<file path="src/rtl/conv_sequencer_pkg.sv">
// Shared types and width helpers for the convolution sequencer.
// Latency: n/a (types, constants and constant functions only).
// Backpressure: n/a.
package conv_sequencer_pkg;

   typedef enum logic [2:0] {
      IDLE,
      LOAD_K,
      TAP,
      DRAIN,
      OUT,
      DONE
   } state_t;

   // Index width for a counter spanning 0..n-1; never narrower than one bit.
   function automatic int idx_w(input int n);
      return (n > 1) ? $clog2(n) : 1;
   endfunction

   localparam int DEF_FM_W   = 64;
   localparam int DEF_FM_H   = 64;
   localparam int DEF_IN_CH  = 4;
   localparam int DEF_OUT_CH = 32;
   localparam int DEF_K      = 3;
   localparam int DEF_MAC_L  = 1;

   // Derived widths for the default geometry.
   localparam int KW_COUNT = DEF_K * DEF_K * DEF_IN_CH;
   localparam int KADDR_W  = idx_w(KW_COUNT);
   localparam int X_W      = idx_w(DEF_FM_W);
   localparam int Y_W      = idx_w(DEF_FM_H);
   localparam int CH_W     = idx_w(DEF_OUT_CH);

endpackage

</file>
<file path="src/rtl/conv_idx_counter.sv">
// Wrapping loop index counter 0..N-1 with synchronous clear and enable.
// Latency: count updates on the clock edge after en; wrap is combinational.
// Backpressure: none; advances only when en is high.
module conv_idx_counter #(
   parameter int N = 4,
   parameter int W = 2
) (
   input  logic         clk,
   input  logic         arst_n_in,
   input  logic         clr,
   input  logic         en,
   output logic [W-1:0] cnt,
   output logic         wrap
);

   logic last;

   assign last = (cnt == W'(N - 1));
   assign wrap = en & last;

   // Count up on enable, returning to zero after the final index.
   always_ff @(posedge clk or negedge arst_n_in) begin
      if (!arst_n_in)
         cnt <= '0;
      else if (clr)
         cnt <= '0;
      else if (en)
         cnt <= last ? '0 : cnt + W'(1);
   end

endmodule

</file>
<file path="src/rtl/conv_sequencer.sv">
// Convolution sequencer: kernel load, tap walk with padding, drain and result slot per pixel/channel.
// Latency: OUT follows the last tap by MAC_LATENCY cycles; one OUT cycle per pixel per output channel.
// Backpressure: in-range taps and kernel words stall on con_valid; pad taps and OUT never stall.
module conv_sequencer
   import conv_sequencer_pkg::*;
#(
   parameter int FEATURE_MAP_WIDTH  = DEF_FM_W,
   parameter int FEATURE_MAP_HEIGHT = DEF_FM_H,
   parameter int INPUT_NB_CHANNELS  = DEF_IN_CH,
   parameter int OUTPUT_NB_CHANNELS = DEF_OUT_CH,
   parameter int KERNEL_SIZE        = DEF_K,
   parameter int MAC_LATENCY        = DEF_MAC_L
) (
   input  logic clk,
   input  logic arst_n_in,
   input  logic start,
   output logic running,
   input  logic con_valid,
   output logic con_ready,
   output logic driving_cons,
   output logic last_load_K,
   output logic k_we,
   output logic [idx_w(KERNEL_SIZE*KERNEL_SIZE*INPUT_NB_CHANNELS)-1:0] k_addr,
   output logic mac_valid,
   output logic mac_clear,
   output logic pad,
   output logic output_valid,
   output logic [idx_w(FEATURE_MAP_WIDTH)-1:0]  output_x,
   output logic [idx_w(FEATURE_MAP_HEIGHT)-1:0] output_y,
   output logic [idx_w(OUTPUT_NB_CHANNELS)-1:0] output_ch
);

   localparam int N_KW    = KERNEL_SIZE * KERNEL_SIZE * INPUT_NB_CHANNELS;
   localparam int KA_W    = idx_w(N_KW);
   localparam int CI_W    = idx_w(INPUT_NB_CHANNELS);
   localparam int K_W     = idx_w(KERNEL_SIZE);
   localparam int X_CW    = idx_w(FEATURE_MAP_WIDTH);
   localparam int Y_CW    = idx_w(FEATURE_MAP_HEIGHT);
   localparam int CH_CW   = idx_w(OUTPUT_NB_CHANNELS);
   localparam int DR_W    = idx_w(MAC_LATENCY);
   localparam int DR_LAST = (MAC_LATENCY > 1) ? MAC_LATENCY - 2 : 0;
   localparam int HALF    = (KERNEL_SIZE - 1) / 2;

   state_t state, state_nxt;
   logic [DR_W-1:0]  drain_cnt;
   logic [KA_W-1:0]  ka_cnt;
   logic [CI_W-1:0]  ci_cnt;
   logic [K_W-1:0]   kx_cnt, ky_cnt;
   logic [X_CW-1:0]  x_cnt;
   logic [Y_CW-1:0]  y_cnt;
   logic [CH_CW-1:0] ch_cnt;
   logic ka_wrap, ci_wrap, kx_wrap, ky_wrap, x_wrap, y_wrap, ch_wrap;
   logic in_load, in_tap, in_out, tap_pad, tap_adv;
   int   ix_sum, iy_sum;

   assign in_load = (state == LOAD_K);
   assign in_tap  = (state == TAP);
   assign in_out  = (state == OUT);

   // A tap is padding when the shifted coordinate lands outside the map; compared without subtraction.
   always_comb begin
      ix_sum  = int'(x_cnt) + int'(kx_cnt);
      iy_sum  = int'(y_cnt) + int'(ky_cnt);
      tap_pad = (ix_sum < HALF) || (ix_sum >= FEATURE_MAP_WIDTH + HALF) ||
                (iy_sum < HALF) || (iy_sum >= FEATURE_MAP_HEIGHT + HALF);
   end

   // Pad taps advance on their own; in-range taps wait for a data word.
   assign tap_adv      = in_tap & (tap_pad | con_valid);
   assign k_we         = in_load & con_valid;
   assign last_load_K  = in_load & ka_wrap;
   assign con_ready    = in_load | (in_tap & ~tap_pad);
   assign k_addr       = (in_load | in_tap) ? ka_cnt : '0;
   assign mac_valid    = tap_adv;
   assign mac_clear    = tap_adv & (ky_cnt == '0) & (kx_cnt == '0) & (ci_cnt == '0);
   assign pad          = in_tap & tap_pad;
   assign output_x     = output_valid ? x_cnt : '0;
   assign output_y     = output_valid ? y_cnt : '0;
   assign output_ch    = output_valid ? ch_cnt : '0;

   // Linear kernel address doubles as write pointer during load and tap read pointer (ky, kx, ci order).
   conv_idx_counter #(.N(N_KW), .W(KA_W)) u_ka (
      .clk(clk), .arst_n_in(arst_n_in), .clr(1'b0), .en(k_we | tap_adv), .cnt(ka_cnt), .wrap(ka_wrap));
   conv_idx_counter #(.N(INPUT_NB_CHANNELS), .W(CI_W)) u_ci (
      .clk(clk), .arst_n_in(arst_n_in), .clr(1'b0), .en(tap_adv), .cnt(ci_cnt), .wrap(ci_wrap));
   conv_idx_counter #(.N(KERNEL_SIZE), .W(K_W)) u_kx (
      .clk(clk), .arst_n_in(arst_n_in), .clr(1'b0), .en(ci_wrap), .cnt(kx_cnt), .wrap(kx_wrap));
   conv_idx_counter #(.N(KERNEL_SIZE), .W(K_W)) u_ky (
      .clk(clk), .arst_n_in(arst_n_in), .clr(1'b0), .en(kx_wrap), .cnt(ky_cnt), .wrap(ky_wrap));
   conv_idx_counter #(.N(FEATURE_MAP_WIDTH), .W(X_CW)) u_x (
      .clk(clk), .arst_n_in(arst_n_in), .clr(last_load_K), .en(in_out), .cnt(x_cnt), .wrap(x_wrap));
   conv_idx_counter #(.N(FEATURE_MAP_HEIGHT), .W(Y_CW)) u_y (
      .clk(clk), .arst_n_in(arst_n_in), .clr(last_load_K), .en(x_wrap), .cnt(y_cnt), .wrap(y_wrap));
   conv_idx_counter #(.N(OUTPUT_NB_CHANNELS), .W(CH_CW)) u_ch (
      .clk(clk), .arst_n_in(arst_n_in), .clr(1'b0), .en(y_wrap), .cnt(ch_cnt), .wrap(ch_wrap));

   // Next-state selection; the loop counters' wrap flags mark the end of each nesting level.
   always_comb begin
      state_nxt = state;
      unique case (state)
         IDLE:    if (start) state_nxt = LOAD_K;
         LOAD_K:  if (ka_wrap) state_nxt = TAP;
         TAP:     if (ky_wrap) state_nxt = (MAC_LATENCY > 1) ? DRAIN : OUT;
         DRAIN:   if (drain_cnt == DR_W'(DR_LAST)) state_nxt = OUT;
         OUT:     state_nxt = ch_wrap ? DONE : (y_wrap ? LOAD_K : TAP);
         DONE:    state_nxt = IDLE;
         default: state_nxt = IDLE;
      endcase
   end

   // State register with registered status outputs taken from the next state.
   always_ff @(posedge clk or negedge arst_n_in) begin
      if (!arst_n_in) begin
         state        <= IDLE;
         drain_cnt    <= '0;
         running      <= 1'b0;
         output_valid <= 1'b0;
         driving_cons <= 1'b0;
      end else begin
         state        <= state_nxt;
         drain_cnt    <= (state == DRAIN) ? drain_cnt + DR_W'(1) : '0;
         running      <= (state_nxt != IDLE);
         output_valid <= (state_nxt == OUT);
         driving_cons <= (state_nxt == OUT);
      end
   end

endmodule
</file>
<file path="config.mk">
export PLATFORM = sky130hd
export DESIGN_NAME = conv_sequencer
export DESIGN_NICKNAME = d
export VERILOG_FILES = /design/src/rtl/conv_sequencer_pkg.sv /design/src/rtl/conv_idx_counter.sv /design/src/rtl/conv_sequencer.sv
export SDC_FILE = /design/constraint.sdc
export NUM_CORES = 1
export LEC_CHECK = 0
export BUFFER_PORTS_ARGS = -buffer_cell sky130_fd_sc_hd__buf_2
export CORE_AREA = 3 3 102 55
export CTS_BUF_LIST = sky130_fd_sc_hd__clkbuf_8
export CTS_CLUSTER_DIAMETER = 50
export DETAILED_ROUTE_END_ITERATION = 16
export DIE_AREA = 0 0 105 58
export PLACE_DENSITY = 0.73
export REMOVE_ABC_BUFFERS = 1
export SLEW_MARGIN = 20
export SYNTH_ARGS = -nofsm -noshare
export SYNTH_HDL_FRONTEND = slang
export SYNTH_SLANG_ARGS = --single-unit
</file>
<file path="constraint.sdc">
create_clock -name clk -period 3.9 [get_ports clk]
set_input_delay 0.39 -clock clk [delete_from_list [all_inputs] [get_ports clk]]
set_output_delay 0.39 -clock clk [all_outputs]
set_load 0.01 [all_outputs]
</file>
==> summary.md, run 1 <==
| Metric | Value |
|---|---|
| Syn-to-layout area delta | `11.9%` |
| First-pass GRT wire length | `8850 um` |
| Die Ht | `58 um` |
| Yosys reg bits | `35` |
| WP data required | `3.51 ns` |
| Crit path buffers/inverters | `1` |
| Logic gate share of total power | `0.379` |
| Worst-Margin Slew | `0.785 ns` |
| DR vias | `1977` |
| Hold slack | `0.184 ns` |
| Clk sinks | `35` |
| Post-route ant nets | `0` |
| CTS tree | `yes` |
| Sequential standard cell area | `876 um^2` |
| Worst-path cell chain | `ha_1 -> fa_1 -> o311a_2 -> a2111oi_4 -> mux2i_1 -> nor2_1 -> and4_1 -> buf_2` |
| Slowest-stage cell, CP | `mux2i_1` |
| RSZ-0062 raised after global routing | `false` |
| Run status | `finished clean` |
| Reg clk slew, reported paths | `0.07 ns` |
| Setup Buffers After CTS | `0` |
| Tot Pwr | `1370 uW` |
| FFs w/ async S/R, synth | `1.00` |
| Number of synthesized flops with an enable pin | `0` |
| Routed vias/inst | `5.48` |
| Starting density of the core | `0.494` |
| Max Slew Vio Count | `0` |
| Post_cts resized | `0` |
| Clock skew | `0.00657 ns` |
| Final hold violation count | `0` |
| Cell Pwr Density | `516 mW/mm^2` |
| Count of cell types in the netlist | `55` |
| Sequential share of the synthesized area | `0.368` |
| Overflow after GRT | `0` |
| Hold Crit Class | `input port to asynchronous set/reset pin` |
| Multi-input gate area | `0.00140 mm^2` |
| WS Path Type | `register to primary output` |
| Maximum clock path buffer count | `2` |
| Pleak | `0.00119 uW` |
| Min Clock Period, post-route | `3.65 ns` |
| Max H-tree Level | `2` |
| CTS Root Cell | `clkbuf_8` |
| Worst setup SP type | `register` |
| Number of global-route vias before repair | `1924` |
| Port bufs | `35` |
| Fill cells | `468` |
| Delay-heaviest family, CP | `adder cells` |
| Register share of total power | `0.429` |
| Mapped Area | `0.00238 mm^2` |
| Maxcap violations | `0` |
| Synth warn | `0` |
| Die ar. | `0.00609 mm^2` |
| Sw frac | `0.402` |
| WL final | `5140 um` |
| Mapped Cells | `260` |
| Initial antenna violation count | `0` |
| Worst Setup End Kind | `primary output` |
| Final setup TNS | `0 ns` |
| # setup viols final | `0` |
| Ant. Diodes | `0` |
| Nets@finish | `308` |
| WL/cell | `14.2 um` |
| Average cell area after synthesis | `9.15 um^2` |
| Peak VDD IR | `0.245 mV` |
| Initial drt markers | `67` |
| Remaining DRCs | `0` |
| Gr usage total | `0.179` |
| Row Count | `18` |
| Net Sw Power | `553 uW` |
| Cts bufs inserted | `5` |
| Top FF cell, synth | `dfrtp_1` |
| Drt pass-1 iters | `4` |
| Chip width | `105 um` |
| Largest fanout on the critical path | `10` |
| Clock power share | `0.191` |
| Critical Path AT | `3.26 ns` |
| Skew-Pair Late Insertion Delay | `0.28 ns` |
| Largest net degree at the start of global routing | `36` |
| Commonest non-fill, non-tap cells in the layout | `dfrtp_1, buf_2, nor2_1, and2_1, nand2_1` |
| Core Region | `0.00482 mm^2` |
| Internal power | `821 uW` |
| Cts hold-fix bufs | `0` |
| Detailed Place HPWL | `3950 um` |
| Slew Limit Headroom | `0.476` |
| Final Cycle Share | `0.936` |
| Fmax | `274 MHz` |
| Share of cells above drive strength 1 | `0.223` |
| Ports | `36` |
| Gpl congestion | `0.818` |
| CP max stage delay | `0.67 ns` |
[kinds of logic after synthesis]
kind of cell	share of synthesized area
AND/OR/NAND/NOR	0.299
AO/OA/AOI/OAI	0.131
flip-flops	0.368
buffers and inverters	0.0426
multiplexers	0.0589
adder cells (fa/ha/maj)	0.0747
XOR/XNOR	0.0258
[Yosys cell counts (4+ instances only)]
master	number	area, um^2
clkbuf_1	6	22.5
nor2_1	28	105
inv_1	9	33.8
ha_1	11	138
nand3_1	7	35.0
and2_1	24	150
a21oi_1	14	70.1
nand2b_1	6	37.5
mux2_2	8	90.1
o21ai_0	9	45.0
mux2i_1	5	50.1
nor2b_1	4	25.0
nand2_1	21	78.8
nand4_1	6	37.5
xor2_1	5	43.8
nor3_1	9	45.0
dfrtp_1	35	876
[path summary, 6_finish.rpt]
kind                             from  depth (start not counted)  slack [ns]          end
min in group clk            drain_cnt                          1        0.50    drain_cnt
min                         arst_n_in                          1        0.18  u_ch.cnt[4]
max                        u_y.cnt[0]                          8        0.25    mac_clear
min reg2reg                 drain_cnt                          1        0.50    drain_cnt
max reg2reg                u_y.cnt[0]                          7        0.77  u_ky.cnt[0]
max in group asynchronous   arst_n_in                          1        3.22  u_ka.cnt[1]
[metrics by stage]
stage | utilization | setup slack (ns) | instance area (um^2) | std cells
2_1_floorplan | - | 0.885 | 2310 | 249
3_3_place_gp | 0.534 | 0.681 | 2570 | 354
3_5_place_dp | 0.534 | 0.597 | 2570 | 354
4_1_cts | 0.552 | 0.282 | 2660 | 361
5_1_grt | 0.552 | 0.0805 | 2660 | 361
6_report | 0.552 | 0.251 | 2660 | 361
[registers in the layout, indices dropped and copies added (netlist names)]
name	count
u_ka.cnt	6
u_x.cnt	6
u_y.cnt	6
u_ch.cnt	5
state	3
u_ci.cnt	2
u_kx.cnt	2
u_ky.cnt	2
drain_cnt	1
output_valid	1
running	1
[power groups by stage]
stage	combinational, uW	clock [uW]	sequential [uW]
floorplan	397	0	558
global placement	501	0	587
detailed placement	522	0	595
CTS	526	271	589
global route	589	284	613
finish	521	263	590
[final cells by class]
type | count | share of cell area
Multi-Input combinational cell | 205 | 0.527
Sequential cell | 35 | 0.329
Timing Repair Buffer | 35 | 0.0658
Tap cell | 70 | 0.0329
Clock buffer | 6 | 0.0310
Inverter | 9 | 0.0127
Clock inverter | 1 | 0.00188
[layer usage]
| metal | wire length (um) | global-route usage | part of all wire | vias to the layer above |
|---|---|---|---|---|
| met5 | 0 | 0 | 0 | - |
| met4 | 73 | 0.0692 | 0.014 | 0 |
| li1 | - | - | - | 978 |
| met3 | 224 | 0.0445 | 0.044 | 8 |
| met2 | 2450 | 0.302 | 0.48 | 36 |
| met1 | 2390 | 0.228 | 0.47 | 955 |
No activity file was read; power rests on OpenSTA's default activity.
==> inputs of run 2 (changes only) <==
--- a/config.mk
+++ b/config.mk
@@ -12,8 +12,9 @@
 export DETAILED_ROUTE_END_ITERATION = 16
 export DIE_AREA = 0 0 105 58
 export PLACE_DENSITY = 0.73
+export RECOVER_POWER = 25
 export REMOVE_ABC_BUFFERS = 1
-export SLEW_MARGIN = 20
+export SLEW_MARGIN = 30
 export SYNTH_ARGS = -nofsm -noshare
 export SYNTH_HDL_FRONTEND = slang
 export SYNTH_SLANG_ARGS = --single-unit
==> run 2 against run 1 <==
Against the previous run:
- the flow now finishes with violations (max-capacitance violations, max-slew violations)
- fmax unchanged
- sequential share of layout area about the same
- flip-flop and latch count unchanged
- die area unchanged
- critical endpoint unchanged
- largest power group unchanged
==> summary.md, run 2 (synthesized netlist as in run 1, its figures left out) <==
| Metric | Value |
|---|---|
| Max Slew Vio Count | `36` |
| WL/cell | `14.2 um` |
| Nets@finish | `308` |
| Crit path capture | `mac_clear` |
| Worst-Margin Slew | `1.88 ns` |
| R2R depth | `7` |
| Syn-to-layout area delta | `11.8%` |
| Die ar. | `0.00609 mm^2` |
| Critical Path Start | `u_y.cnt[0]` |
| Clk sinks | `35` |
| Starting density of the core | `0.494` |
| Maxcap violations | `1` |
| Reg clk slew, reported paths | `0.07 ns` |
| Fin area | `0.00266 mm^2` |
| Ports | `36` |
| Core Region | `0.00482 mm^2` |
| Slew Limit Headroom | `-0.251` |
| Max H-tree Level | `2` |
| Port bufs | `35` |
| Gr usage total | `0.179` |
| Drt pass-1 iters | `4` |
| Routed vias/inst | `5.48` |
| Commonest non-fill, non-tap cells in the layout | `dfrtp_1, buf_2, nor2_1, and2_1, nand2_1` |
| Final Cycle Share | `0.936` |
| Critical Path AT | `3.26 ns` |
| Final setup TNS | `0 ns` |
| Min Clock Period, post-route | `3.65 ns` |
| Row Count | `18` |
| Post-route ant nets | `0` |
| Final hold violation count | `0` |
| Ant. Diodes | `0` |
| Clock skew | `0.00657 ns` |
| Peak VDD IR | `0.245 mV` |
| Cts bufs inserted | `5` |
| Largest fanout on the critical path | `10` |
| Placed insts | `354` |
| Number of global-route vias before repair | `1924` |
| Die Ht | `58 um` |
| CTS Root Cell | `clkbuf_8` |
| Largest net degree at the start of global routing | `36` |
| Initial antenna violation count | `0` |
| Placed Area | `0.00257 mm^2` |
| Post_cts resized | `0` |
| WP data required | `3.51 ns` |
| Pleak | `0.00119 uW` |
| Setup Buffers After CTS | `0` |
| Gpl congestion | `0.818` |
| Hold Crit Class | `register to register` |
| Setup slack after layout | `0.251 ns` |
| Share of cells above drive strength 1 | `0.220` |
| DR vias | `1977` |
| Worst setup SP type | `register` |
| Reg2reg end | `u_ky.cnt[0]` |
| Final instance count without filler cells | `361` |
| Skew-Pair Late Insertion Delay | `0.28 ns` |
| Chip width | `105 um` |
| First-pass GRT wire length | `8850 um` |
| Remaining DRCs | `0` |
| # setup viols final | `0` |
| Run status | `complete, but fails checks` |
| Post-Place Setup Slack | `0.597 ns` |
| R2R setup slack | `0.77 ns` |
| Cell Pwr Density | `516 mW/mm^2` |
| RSZ-0062 raised after global routing | `false` |
| Detailed Place HPWL | `3950 um` |
| Maximum clock path buffer count | `2` |
| Worst Setup End Kind | `primary output` |
| Overflow after GRT | `0` |
| Reg2reg start | `u_y.cnt[0]` |
| WS Path Type | `register to primary output` |
| WL final | `5140 um` |
| Failing checks | `max-capacitance violations, max-slew violations` |
| Top Registers | `u_ka.cnt (6), u_x.cnt (6), u_y.cnt (6)` |
| Cts hold-fix bufs | `0` |
| Commonest non-fill, non-tap cell in the layout | `dfrtp_1` |
| Initial drt markers | `67` |
| CTS tree | `yes` |
| Fmax | `274 MHz` |
run 2: changes by cell type in the layout (fill, tap and decap cells not counted), sizes merged:
cell and change:
buf -1, clkbuf +1
run 2: area by class of cell:
| class | count | area (um^2) |
|---|---|---|
| clock inverter | 1 | 5.00 |
| inverter | 9 | 33.8 |
| timing repair buffer | 35 | 174 |
| fill | 468 | 2160 |
| multi-input combinational | 205 | 1400 |
| sequential | 35 | 876 |
| clock buffer | 6 | 82.6 |
| tap | 70 | 87.6 |
run 2: critical path, cell delays in order (launching register included):
cell and delay (ns):
dfrtp_1 0.45, ha_1 0.24, fa_1 0.44, o311a_2 0.38
a2111oi_4 0.27, mux2i_1 0.67, nor2_1 0.18, and4_1 0.22
buf_2 0.13
run 2: worst min path at each step:
stage               startpoint     endpoint  depth (start not counted)
finish               drain_cnt    drain_cnt                          1
global route         drain_cnt    drain_cnt                          1
CTS                  arst_n_in  u_ch.cnt[3]                          1
detailed placement   drain_cnt    drain_cnt                          1
global placement     drain_cnt    drain_cnt                          1
floorplan            arst_n_in    drain_cnt                          0
run 2: power breakdown:
group	switching (uW)	leakage (uW)	internal [uW]
sequential	141	0.000404	449
clock	125	0.0000470	138
combinational	288	0.000739	233
total	553	0.00119	821
run 2: layer usage:
| layer | share of wire | vias up | global-route usage |
|---|---|---|---|
| met1 | 0.47 | 955 | 0.228 |
| met5 | 0 | - | 0 |
| met3 | 0.044 | 8 | 0.0445 |
| met4 | 0.014 | 0 | 0.0692 |
| li1 | - | 978 | - |
| met2 | 0.48 | 36 | 0.302 |
run 2: stage by stage:
step	hold slack, ns	total power, uW	utilization
6_report	0.498	1370	0.552
5_1_grt	0.515	1490	0.552
4_1_cts	0.217	1390	0.552
3_5_place_dp	0.491	1120	0.534
3_3_place_gp	0.467	1090	0.534
2_1_floorplan	0.0944	955	-
==> inputs of run 3 (changes only) <==
--- a/config.mk
+++ b/config.mk
@@ -13,7 +13,6 @@
 export DIE_AREA = 0 0 105 58
 export PLACE_DENSITY = 0.73
 export RECOVER_POWER = 25
-export REMOVE_ABC_BUFFERS = 1
 export SLEW_MARGIN = 30
 export SYNTH_ARGS = -nofsm -noshare
 export SYNTH_HDL_FRONTEND = slang
==> run 3 against run 2 <==
Against the previous run:
- the run still ends with max-capacitance violations, max-slew violations left
- clock skew grew 0.0043 ns
- fmax up 1.9%
- die area unchanged
- final cell count increased by 0.28%
- setup slack better by 0.070 ns
- via count grew 0.10%
- sequential share of layout area about the same
- critical path depth is the same
- critical path type unchanged
- largest power group unchanged
==> summary.md, run 3 (synthesized netlist as in run 1, its figures left out) <==
| Metric | Value |
|---|---|
| Syn-to-layout area delta | `11.9%` |
| Cts bufs inserted | `5` |
| Die Ht | `58 um` |
| Remaining DRCs | `0` |
| Final Cycle Share | `0.918` |
| Ant. Diodes | `0` |
| Post-route ant nets | `0` |
| Slowest-stage cell, CP | `mux2i_2` |
| Chip width | `105 um` |
| WS Path Type | `register to primary output` |
| RSZ-0062 raised after global routing | `false` |
| Number of global-route vias before repair | `1769` |
| Commonest non-fill, non-tap cell in the layout | `dfrtp_1` |
| Clock skew | `0.0108 ns` |
| Core Region | `0.00482 mm^2` |
| Commonest non-fill, non-tap cells in the layout | `dfrtp_1, buf_2, nor2_1, and2_1, nand2_1` |
| Post-Syn Nets | `277` |
| Largest net degree at the start of global routing | `36` |
| # setup viols final | `0` |
| Gr usage total | `0.176` |
| Largest fanout on the critical path | `10` |
| Placed insts | `354` |
| Final setup TNS | `0 ns` |
| Worst setup SP type | `register` |
| Critical Path AT | `3.19 ns` |
| WP data required | `3.51 ns` |
| Setup Buffers After CTS | `0` |
| Worst-Margin Slew | `1.86 ns` |
| Worst-path cell chain | `ha_1 -> fa_1 -> o311a_2 -> a2111oi_4 -> mux2i_2 -> nor2_1 -> and4_1 -> buf_2` |
| DR vias | `1979` |
| Maximum clock path buffer count | `2` |
| Row Count | `18` |
| Min Clock Period, post-route | `3.58 ns` |
| Gpl congestion | `0.876` |
| Failing checks | `max-capacitance violations, max-slew violations` |
| Hold Crit Class | `register to register` |
| Overflow after GRT | `0` |
| Final instance count without filler cells | `362` |
| Pleak | `0.00119 uW` |
| Slew Limit Headroom | `-0.240` |
| CP max stage delay | `0.57 ns` |
| Initial antenna violation count | `0` |
| Nets@finish | `308` |
| WL/cell | `14.2 um` |
| Max H-tree Level | `2` |
| Ports | `36` |
| First-pass GRT wire length | `8530 um` |
| Run status | `complete, but fails checks` |
| WL final | `5130 um` |
| Routed vias/inst | `5.47` |
| Port bufs | `35` |
| Initial drt markers | `73` |
| Skew-Pair Late Insertion Delay | `0.29 ns` |
| Top Registers | `u_ka.cnt (6), u_x.cnt (6), u_y.cnt (6)` |
| Delay-heaviest family, CP | `adder cells` |
| Final hold violation count | `0` |
| Cell Pwr Density | `517 mW/mm^2` |
| Starting density of the core | `0.494` |
| Worst Setup End Kind | `primary output` |
| Maxcap violations | `1` |
| Fmax | `279 MHz` |
| Crit path buffers/inverters | `1` |
| CTS Root Cell | `clkbuf_8` |
| Max Slew Vio Count | `36` |
| Clk sinks | `35` |
| CTS tree | `yes` |
| Die ar. | `0.00609 mm^2` |
| Peak VDD IR | `0.294 mV` |
| Detailed Place HPWL | `3810 um` |
| Drt pass-1 iters | `4` |
| Reg clk slew, reported paths | `0.08 ns` |
| Share of cells above drive strength 1 | `0.223` |
| Cts hold-fix bufs | `0` |
| Post_cts resized | `0` |
| Tot Pwr | `1380 uW` |
==> run 3: cell types whose count changed in the layout (fill, tap and decap cells not counted) <==
cell	before	now
clkinvlp_4	0	1
mux2i_1	5	4
inv_1	9	10
mux2i_2	0	1
clkbuf_8	6	5
==> run 3: report_power, final <==
part	total (uW)	switching [uW]	internal, uW
registers	591	142	449
logic	528	292	236
clock network	258	136	122
total	1380	571	807
==> run 3: layout make-up <==
type	instances	area, um^2
fill	464	2160
multi-input combinational	205	1410
sequential	35	876
timing repair buffer	35	174
tap	70	87.6
clock buffer	5	68.8
inverter	9	33.8
clock inverter	3	16.3
==> run 3: metal layers <==
| metal | global-route usage | up-vias | wire (um) |
|---|---|---|---|
| li1 | - | 980 | - |
| met3 | 0.0467 | 9 | 244 |
| met1 | 0.240 | 950 | 2540 |
| met2 | 0.273 | 40 | 2270 |
| met5 | 0 | - | 0 |
| met4 | 0.0636 | 0 | 78 |
==> run 3: path summary, 6_finish.rpt <==
kind,startpoint,endpoint,slack (ns),cells past startpoint
setup / recovery,u_y.cnt[0],mac_clear,0.32,8
hold / removal,u_ka.cnt[5],u_ka.cnt[5],0.50,1
setup reg to reg,u_y.cnt[0],u_ky.cnt[1],0.91,7
hold reg to reg,u_ka.cnt[5],u_ka.cnt[5],0.50,1
max in group asynchronous,arst_n_in,u_ci.cnt[0],2.23,1
min in group asynchronous,arst_n_in,u_y.cnt[4],0.60,1
==> run 3: metrics by stage <==
step | cell area, um^2 | hold slack [ns] | util | setup WS, ns
after floorplan | 2380 | 0.0944 | - | 0.885
after global placement | 2570 | 0.486 | 0.534 | 0.625
after detailed placement | 2570 | 0.487 | 0.534 | 0.483
after CTS | 2660 | 0.193 | 0.552 | 0.159
after global routing | 2660 | 0.524 | 0.552 | 0.158
final | 2660 | 0.503 | 0.552 | 0.320
